==> src/rtl/sec_ded_enc_stream.sv <==
// SEC-DED (39,32) encoder, two-stage valid/ready pipeline.
// Ports: clk, rst_n, in_valid/in_ready/in_data/inj_mask (upstream),
//        out_valid/out_ready/out (downstream), word_cnt (delivered count).
module sec_ded_enc_stream #(
    parameter bit INJ_EN = 1'b0
) (
    input  logic        clk,
    input  logic        rst_n,
    input  logic        in_valid,
    output logic        in_ready,
    input  logic [31:0] in_data,
    input  logic [38:0] inj_mask,
    output logic        out_valid,
    input  logic        out_ready,
    output logic [38:0] out,
    output logic [15:0] word_cnt
);

    logic        s1v_q, s1v_d;
    logic        s2v_q, s2v_d;
    logic [31:0] s1_data_q, s1_data_d;
    logic [38:0] s1_mask_q, s1_mask_d;
    logic [38:0] s2_cw_q, s2_cw_d;
    logic [15:0] cnt_q, cnt_d;

    logic        s2ld;
    logic        s1ld;
    logic        in_xfer;
    logic        out_xfer;
    logic [6:0]  c;
    logic [31:0] d;
    logic [38:0] cw;

    always_comb begin
        s2ld     = s1v_q & (~s2v_q | out_ready);
        s1ld     = ~s1v_q | s2ld;
        in_xfer  = in_valid & s1ld;
        out_xfer = s2v_q & out_ready;

        // S1 empties when it advances and nothing replaces it
        s1v_d = s1ld ? in_valid : s1v_q;

        if (s2ld)
            s2v_d = 1'b1;
        else if (out_xfer)
            s2v_d = 1'b0;
        else
            s2v_d = s2v_q;

        s1_data_d = in_xfer ? in_data : s1_data_q;
        // mask is only kept when injection is built in
        s1_mask_d = in_xfer ? (INJ_EN ? inj_mask : '0) : s1_mask_q;

        cnt_d = cnt_q + {15'd0, out_xfer};
    end

    // check bits from S1 contents only
    always_comb begin
        d = s1_data_q;
        c[0] = (^d[8:0]) ^ d[13] ^ d[17] ^ d[26] ^ d[27] ^ d[29];
        c[1] = (^d[4:0]) ^ d[12] ^ d[16] ^ d[18] ^ (^d[25:21])
             ^ d[28];
        c[2] = d[0] ^ (^d[8:5]) ^ d[11] ^ d[15] ^ d[18] ^ d[19]
             ^ d[21] ^ d[22] ^ d[30] ^ d[31];
        c[3] = d[1] ^ d[5] ^ d[10] ^ d[14] ^ (^d[20:18]) ^ d[23]
             ^ d[24] ^ (^d[30:26]);
        c[4] = d[2] ^ d[6] ^ d[9] ^ (^d[17:14]) ^ (^d[21:19])
             ^ d[23] ^ d[25] ^ d[29] ^ d[31];
        c[5] = d[3] ^ d[7] ^ (^d[13:9]) ^ d[20] ^ d[22] ^ d[24]
             ^ d[25] ^ d[27] ^ d[31];
        c[6] = d[4] ^ (^d[17:8]) ^ d[26] ^ d[28] ^ d[30];
        cw = {c, d} ^ s1_mask_q;
        s2_cw_d = s2ld ? cw : s2_cw_q;
    end

    always_ff @(posedge clk or negedge rst_n) begin
        if (!rst_n) begin
            s1v_q   <= 1'b0;
            s2v_q   <= 1'b0;
            s2_cw_q <= '0;
            cnt_q   <= '0;
        end else begin
            s1v_q   <= s1v_d;
            s2v_q   <= s2v_d;
            s2_cw_q <= s2_cw_d;
            cnt_q   <= cnt_d;
        end
    end

    // payload register, no reset needed
    always_ff @(posedge clk) begin
        s1_data_q <= s1_data_d;
        s1_mask_q <= s1_mask_d;
    end

    assign in_ready  = s1ld;
    assign out_valid = s2v_q;
    assign out       = s2_cw_q;
    assign word_cnt  = cnt_q;

endmodule

==> config.mk <==
export PLATFORM = sky130hd
export DESIGN_NAME = sec_ded_enc_stream
export DESIGN_NICKNAME = d
export VERILOG_FILES = /design/src/rtl/sec_ded_enc_stream.sv
export SDC_FILE = /design/constraint.sdc
export NUM_CORES = 1
export LEC_CHECK = 0
export CAP_MARGIN = 20
export CORE_UTILIZATION = 45
export CTS_CLUSTER_SIZE = 16
export DETAILED_ROUTE_END_ITERATION = 10
export MAX_ROUTING_LAYER = met4
export PLACE_DENSITY_LB_ADDON = 0.08
export SYNTH_ARGS = -nofsm -noshare
export SYNTH_HDL_FRONTEND = slang
export SYNTH_SLANG_ARGS = --single-unit
==> constraint.sdc <==
create_clock -name clk -period 1.8 [get_ports clk]
set_input_delay 0.54 -clock clk [delete_from_list [all_inputs] [get_ports clk]]
set_output_delay 0.54 -clock clk [all_outputs]
set_load 0.005 [all_outputs]
# ---- Yosys cells after proc, flatten, opt, wreduce, memory -nomap -nowiden
# Index checks and enable logic that the tools add are counted.
dict set report word_totals {
  in_bits 75
  register_bits 89
  out_inout_bits 57
}
dict set report op_classes {
  bitwise 53
  mux 2
  reduce_logical 11
  n_addsub 1
}
# op n
set op_table {}
lappend op_table {{1-bit bitwise XOR} 46}
lappend op_table {{5-bit XOR reduction} 4}
lappend op_table {{16-bit by 1-bit adder with 16-bit output} 1}
lappend op_table {{10-bit XOR reduction} 1}
lappend op_table {{9-bit XOR reduction} 1}
lappend op_table {{4-bit XOR reduction} 2}
lappend op_table {{3-bit XOR reduction} 2}
lappend op_table {{1-bit AND} 3}
lappend op_table {{1-bit two-way mux} 2}
lappend op_table {{1-bit NOT} 2}
lappend op_table {{1-bit OR} 2}
lappend op_table {{2-bit nonzero test} 1}

# ---- Logic depth before layout (Yosys ltp)
# Gate-level depths: netlist (run 1).
dict set report logic_depth {
  depth_word 10
  ltp_mapped 6
}

# ---- Worst setup path before layout (run 1)
# OpenSTA, ideal clock, no wires.
dict set report synth_path {
  path_type {input-to-reg}
  start {input out_ready}
  end {register s1_data_q[0] (netlist: d[0]), enable pin}
  setup_time_ns 0.392
  t_required_ns 1.408
  setup_slack_ns -0.092
  path_stages 2
  path_buffers 0
  arrival_time_ns 1.500
  path_cell_list {nand3b_1 > and2_1}
}
dict set report synth_via {
  elab_chain_len 4
}
# item line_no
set synth_lines {}
lappend synth_lines {{start, declared} 14} ;# input logic out_ready,
lappend synth_lines {{1-bit OR} 35} ;# s2ld = s1v_q & (~s2v_q | out_ready);
lappend synth_lines {{1-bit AND} 35}
lappend synth_lines {{1-bit OR} 36} ;# s1ld = ~s1v_q | s2ld;
lappend synth_lines {{1-bit AND} 37} ;# in_xfer = in_valid & s1ld;
lappend synth_lines {{net in_xfer} 28} ;# logic in_xfer;
lappend synth_lines {{end signal, assigned} 92} ;# s1_data_q <= s1_data_d;
lappend synth_lines {{end, declared} 21} ;# logic [31:0] s1_data_q, s1_data_d;
# The timed path passes the listed nets, and every way through them passes these cells.
# A chain may end at the register's enable or synchronous reset.

# ---- Worst setup path in the final report (run 1)
dict set report layout_path {
  start {register cnt_q[1] (netlist: word_cnt[1])}
  end {output word_cnt[1]}
}
# item line_no
set layout_rtl {}
lappend layout_rtl {{start, declared} 24} ;# logic [15:0] cnt_q, cnt_d;
lappend layout_rtl {{start signal, assigned} 86} ;# cnt_q <= cnt_d;
lappend layout_rtl {{end, declared} 16} ;# output logic [15:0] word_cnt
# No word-level cell between the ends.

==> results.cfg, run 1 <==
[setup_path]
startpoint = word_cnt[1]
path_cells = clkdlybuf4s50_1
cp-start-kind = flip-flop
crit_required_ns = 1.26
reg2reg_depth = 4
worstReg2RegStart = d[16]
cp_top_family = buffers and inverters
critPathMaxFanout = 2
cp_num_buf_inv = 1
critPathKind = reg2out
rrSetupSlack_ns = 0.07
slowest_delay_ns = 0.50
cp_slowest_cell = clkdlybuf4s50_1
worst_setup_path_end_kind = output port
worstPathArrival_ns = 1.23
timing.rr.end = out[33]

[sta]
max_freq_mhz = 565.6
tightest_slew_ns = 0.3628
rsz0062_at_grt = true
final.period_utilization = 0.9823
setup_violations = 0
skew_ns = 0.01104
finalHoldViolCount = 0
final_max_slew_viol_count = 0
worst_slack_ns = 0.03189
relSlewSlack = 0.7564
timing.final.crit_period_ns = 1.768

[synthesis]
syn_area_per_cell_um2 = 16.05
synth_top_area_frac = 0.3750
synth_commonest_cells = dfrtp_1, xnor2_1, edfxtp_1, mux2_2, xnor3_1
ys_seq_elements = 89
synthFlopType = dfrtp_1
yosysWarnings = 0
synth.largest_area_cell = dfrtp_1
synth_compound_area_frac = 0.009211
synthXorXnorAreaFrac = 0.2072
syn-num-nets = 314
synthSimpleGateAreaFrac = 0.04967
syn_inst = 237
yosys-top-cells-area = dfrtp_1, edfxtp_1, xnor2_1
synth-edff-count = 32
synth_fa_ha_area_frac = 0.006579
synth.distinct_cells = 23
syn_area_um2 = 3804
synth.area.mux_share = 0.09474
seq_area_frac_synth = 0.6276
synth.most_common_cell = dfrtp_1
synth_top_family_by_area = XOR/XNOR gates
postSynth.asyncResetShare = 0.6404

[cts]
cts_buffers = 9
cts_tree = built
clkTransAtPathRegs_ns = 0.09
insertion_delay_ns = 0.36
cts.sinks = 89
clockBufferDepth = 2
htree_levels = 3
clockRootBuffer = clkbuf_8

[floorplanning]
die-area_um2 = 8824
rows = 33
core_area_um2 = 8217
die_h_um = 93.94
die_w_um = 93.94
pin_count = 132
initial_core_util = 0.4629

[final_layout]
final_area_um2 = 5530
drive_above_1_share = 0.2689
antennaDiodeCount = 0
area_growth_syn_to_layout_pct = 45.39
final.fill_count = 616
seqCellArea_um2 = 2389
fin_cells = 488
multi_input_area_um2 = 1448
final_nets = 455

[pwr]
power.density_nw_per_um2 = 1070
p_comb_frac = 0.295
clkPwrFrac = 0.259
power.internal_mw = 4.413
switchingPower_mw = 1.504
power_switching_share = 0.2542
power.total_mw = 5.918
p_seq_frac = 0.446
vdd_drop_max_mv = 0.8642
p_leak_nw = 2.617

[routing]
vias = 2363
first_pass_iters = 6
vias_per_cell = 4.842
final_antenna_net_count = 0
wl_per_cell_um = 15.69
drtIter0Drc = 59
drcViolationCount = 0
wl_um = 7658

[global_route]
grt_max_degree = 58
grt_use_total = 0.1908
grt_overflow = 0
grt_pass1_vias = 2386
grt_pass1_wl_um = 11870
antenna_found_initial = 0

[place]
port-buffer-count = 92
place_ws_ns = -0.4783
gp_congestion = 0.7422
dp_hpwl_um = 5171
placed_cell_area_um2 = 4976
dp.cells = 442

[worst_hold_path]
hold_path_class = in2async

[flow_run]
maxCapViolations = 0

[status]
status = completed
## placed cells by master, fill, tap and decap left out, drive strengths merged, types with 4 or more instances in the layout
cell / n
and3: 4
buf: 43
clkbuf: 9
clkdlybuf4s50: 57
dfrtp: 57
dlygate4sd2: 7
dlymetal6s2s: 26
edfxtp: 32
mux2: 32
nand2: 10
nand3: 7
o21ai: 7
xnor2: 46
xnor3: 13
xor2: 7
## state kept, by name (all words and copies together), names as in the netlist
name and count:
d 32, word_cnt 16, out 39, s1v_q 1
out_valid 1
## worst max path at each step
stage                    to  slack (ns)  cells past startpoint
2_1_floorplan  word_cnt[12]        0.03                      6
3_3_place_gp   word_cnt[15]       -0.47                      7
3_5_place_dp   word_cnt[15]       -0.48                      7
4_1_cts             out[34]       0.004                      1
5_1_grt             out[32]       -0.02                      4
6_report        word_cnt[1]        0.03                      1
## cells by family (layout without fill, tap and decap cells)
| group | count (synthesis) | in the layout |
|---|---|---|
| adder cells (fa/ha/maj) | 2 | 2 |
| buffers and inverters | 4 | 150 |
| multiplexers | 32 | 32 |
| XOR/XNOR | 67 | 67 |
| AND/OR/NAND/NOR | 36 | 36 |
| AO/OA/AOI/OAI | 7 | 7 |
| flip-flops | 89 | 89 |
## area by class of cell
cell class / instances / share of cell area
clock buffers: 9 / 0.02240
multi-input cells: 144 / 0.2618
repair buffers: 134 / 0.2419
flip-flops and latches: 89 / 0.4319
well taps: 105 / 0.02376
clock inverters: 7 / 0.01833
## stage by stage
step | hold WS [ns] | setup TNS (ns) | util
finish | 0.1852 | 0 | 0.6731
global route | 0.1926 | -0.02770 | 0.6731
CTS | 0.1778 | 0 | 0.6524
detailed placement | 0.4650 | -10.12 | 0.6056
global placement | 0.4590 | -9.788 | 0.6056
floorplan | 0.2444 | 0 | -
## layer usage
metal | vias to the layer above | share of wire | track usage | wire length (µm)
met5 | - | 0 | - | 0
met4 | 0 | 0.015 | 0.07308 | 112
met3 | 9 | 0.051 | 0.04935 | 391
met2 | 62 | 0.49 | 0.2901 | 3720
met1 | 1176 | 0.45 | 0.2470 | 3434
li1 | 1116 | - | - | -
## power by group through the flow
stage | clock network, mW | logic (mW) | registers (mW)
after CTS | 1.58 | 1.70 | 2.64
after global routing | 1.66 | 1.90 | 2.68
final | 1.53 | 1.75 | 2.64
after detailed placement | 0 | 1.59 | 2.72
after global placement | 0 | 1.56 | 2.71
after floorplan | 0 | 0.732 | 2.70
## timing repair
action                                  4_1_cts  5_1_grt
pin swaps                                     0        2
buffers inserted                             19       11
hold buffers                                  0        0
gates resized for setup                      17       29
cloned                                        0        0
endpoints found under the setup margin       25       34
Note: power is estimated with default switching activity, not from simulation.
==> run 2: changes to the inputs <==
- CTS_CLUSTER_DIAMETER: default -> 120
- SLEW_MARGIN: default -> 10
- clock period: 1.8 -> 1.7 ns (I/O delays scaled with it)
==> run 2 against run 1 <==
Total power increased by 0.31%. Setup slack improved by 0.0086 ns. Design area decreased by 0.41%. Clock power decreased by 8%. Sequential share of layout area increased by 0.20 points. Combinational power about the same. Flip-flop and latch count unchanged. Count of clock-buffer cells in the layout increased by 2. Largest cell class unchanged. Largest power group unchanged.
==> results.cfg, run 2 (same netlist as run 1, synthesis figures left out) <==
[global_route]
grt_pass1_vias = 2468
grt_max_degree = 58
antenna_found_initial = 0
grt_use_total = 0.1986
grt_pass1_wl_um = 12390
grt_overflow = 0

[final_layout]
largest_reg_flops = 39
final_area_um2 = 5508
final_common_cell = dlygate4sd2_1
drive_above_1_share = 0.3067
final.fill_count = 617
antennaDiodeCount = 0
mostFrequentLayoutCells = dlygate4sd2_1, dfrtp_1, buf_4
area_growth_syn_to_layout_pct = 44.80
final_nets = 460

[routing]
drtIter0Drc = 60
drcViolationCount = 0
first_pass_iters = 3
wl_um = 7892
vias_per_cell = 4.811
wl_per_cell_um = 16.01
vias = 2372
final_antenna_net_count = 0

[setup_path]
path_cells = xnor2_1, xnor2_1, xnor3_1, o21ai_0
worstReg2RegStart = d[30]
cp-start-kind = flip-flop
critPathMaxFanout = 3
worstPathArrival_ns = 1.93
critPathKind = reg2reg
cp_slowest_cell = edfxtp_1
crit_required_ns = 1.97
reg2reg_depth = 4
worst_setup_path_end_kind = flip-flop
cp_num_buf_inv = 0
timing.rr.end = out[38]
rrSetupSlack_ns = 0.04
slowest_delay_ns = 0.48
cp_top_family = XOR/XNOR gates
crit_top_cell = xnor2_1

[cts]
htree_levels = 3
cts_tree = built
clkTransAtPathRegs_ns = 0.08
clockBufferDepth = 2
insertion_delay_ns = 0.35
clockRootBuffer = clkbuf_8
cts.sinks = 89
cts_buffers = 9
hold_buffers = 0

[place]
dp_hpwl_um = 5478
gp_congestion = 0.7432
placed_cell_area_um2 = 5054
port-buffer-count = 92

[sta]
finalHoldViolCount = 0
relSlewSlack = 0.7408
max_freq_mhz = 602.6
final.period_utilization = 0.9762
tightest_slew_ns = 0.3860
final_max_slew_viol_count = 0
whs_ns = 0.1456
timing.final.crit_period_ns = 1.660
finalSetupTns_ns = 0
skew_ns = 0.008383
setup_violations = 0
rsz0062_at_grt = true

[pwr]
power.density_nw_per_um2 = 1078
power.total_mw = 5.936
p_leak_nw = 2.480
vdd_drop_max_mv = 0.5555

[floorplanning]
die-area_um2 = 8824
pin_count = 132
rows = 33
core_area_um2 = 8217
initial_core_util = 0.4629
die_h_um = 93.94
die_w_um = 93.94

[status]
status = completed

[flow_run]
maxCapViolations = 0

[worst_hold_path]
hold_path_class = in2async
## run 2: changes by cell type in the layout (fill, tap and decap cells not counted), moves of 2 or more
cell,previous run,this run
xnor2_2,5,12
dlygate4sd2_1,7,57
buf_4,38,41
xnor2_1,41,33
dlymetal6s2s_1,26,0
inv_6,3,0
clkdlybuf4s50_1,57,33
o21ai_1,1,6
o21ai_0,6,1
clkbuf_1,0,2
## run 2: per-stage QoR
stage | setup WS, ns | util | std cells
global placement | -0.4942 | 0.6150 | 450
CTS | 0.002898 | 0.6592 | 487
floorplan | 0.03087 | - | 237
finish | 0.04045 | 0.6703 | 493
global route | -0.07617 | 0.6703 | 493
detailed placement | -0.5329 | 0.6150 | 450
## run 2: worst max-delay path by stage
| stage | start | to | depth (start not counted) |
|---|---|---|---|
| 3_5_place_dp | out_ready | word_cnt[9] | 8 |
| 2_1_floorplan | out_ready | word_cnt[12] | 6 |
| 6_report | d[30] | out[38] | 4 |
| 5_1_grt | d[25] | out[36] | 4 |
| 4_1_cts | d[24] | out[37] | 5 |
| 3_3_place_gp | out_ready | word_cnt[12] | 7 |
## run 2: area by class of cell
type | instances | area [µm²] | area share
well taps | 105 | 131.4 | 0.02385
flip-flops and latches | 89 | 2390 | 0.4339
repair buffers | 139 | 1259 | 0.2285
multi-input cells | 144 | 1540 | 0.2796
clock buffers | 11 | 131.4 | 0.02385
clock inverters | 5 | 56.30 | 0.01022
## run 2: where the power goes
part,internal (mW),switching [mW]
Combinational,1.13,0.616
Clock,0.676,0.723
Sequential,2.58,0.216
Total,4.38,1.55
## run 2: routing by layer
| layer | vias to the layer above | GRT usage | share of wire |
|---|---|---|---|
| li1 | 1118 | - | - |
| met1 | 1193 | 0.2376 | 0.44 |
| met2 | 54 | 0.3285 | 0.51 |
| met3 | 7 | 0.05178 | 0.042 |
| met4 | 0 | 0.06538 | 0.011 |
| met5 | - | - | 0 |
## run 2: repair_timing
| item | in CTS | in global routing |
|---|---|---|
| endpoints found under the setup margin | 70 | 9 |
| pin swaps | 8 | 16 |
| resized for setup | 81 | 9 |
| setup buffers | 21 | 7 |
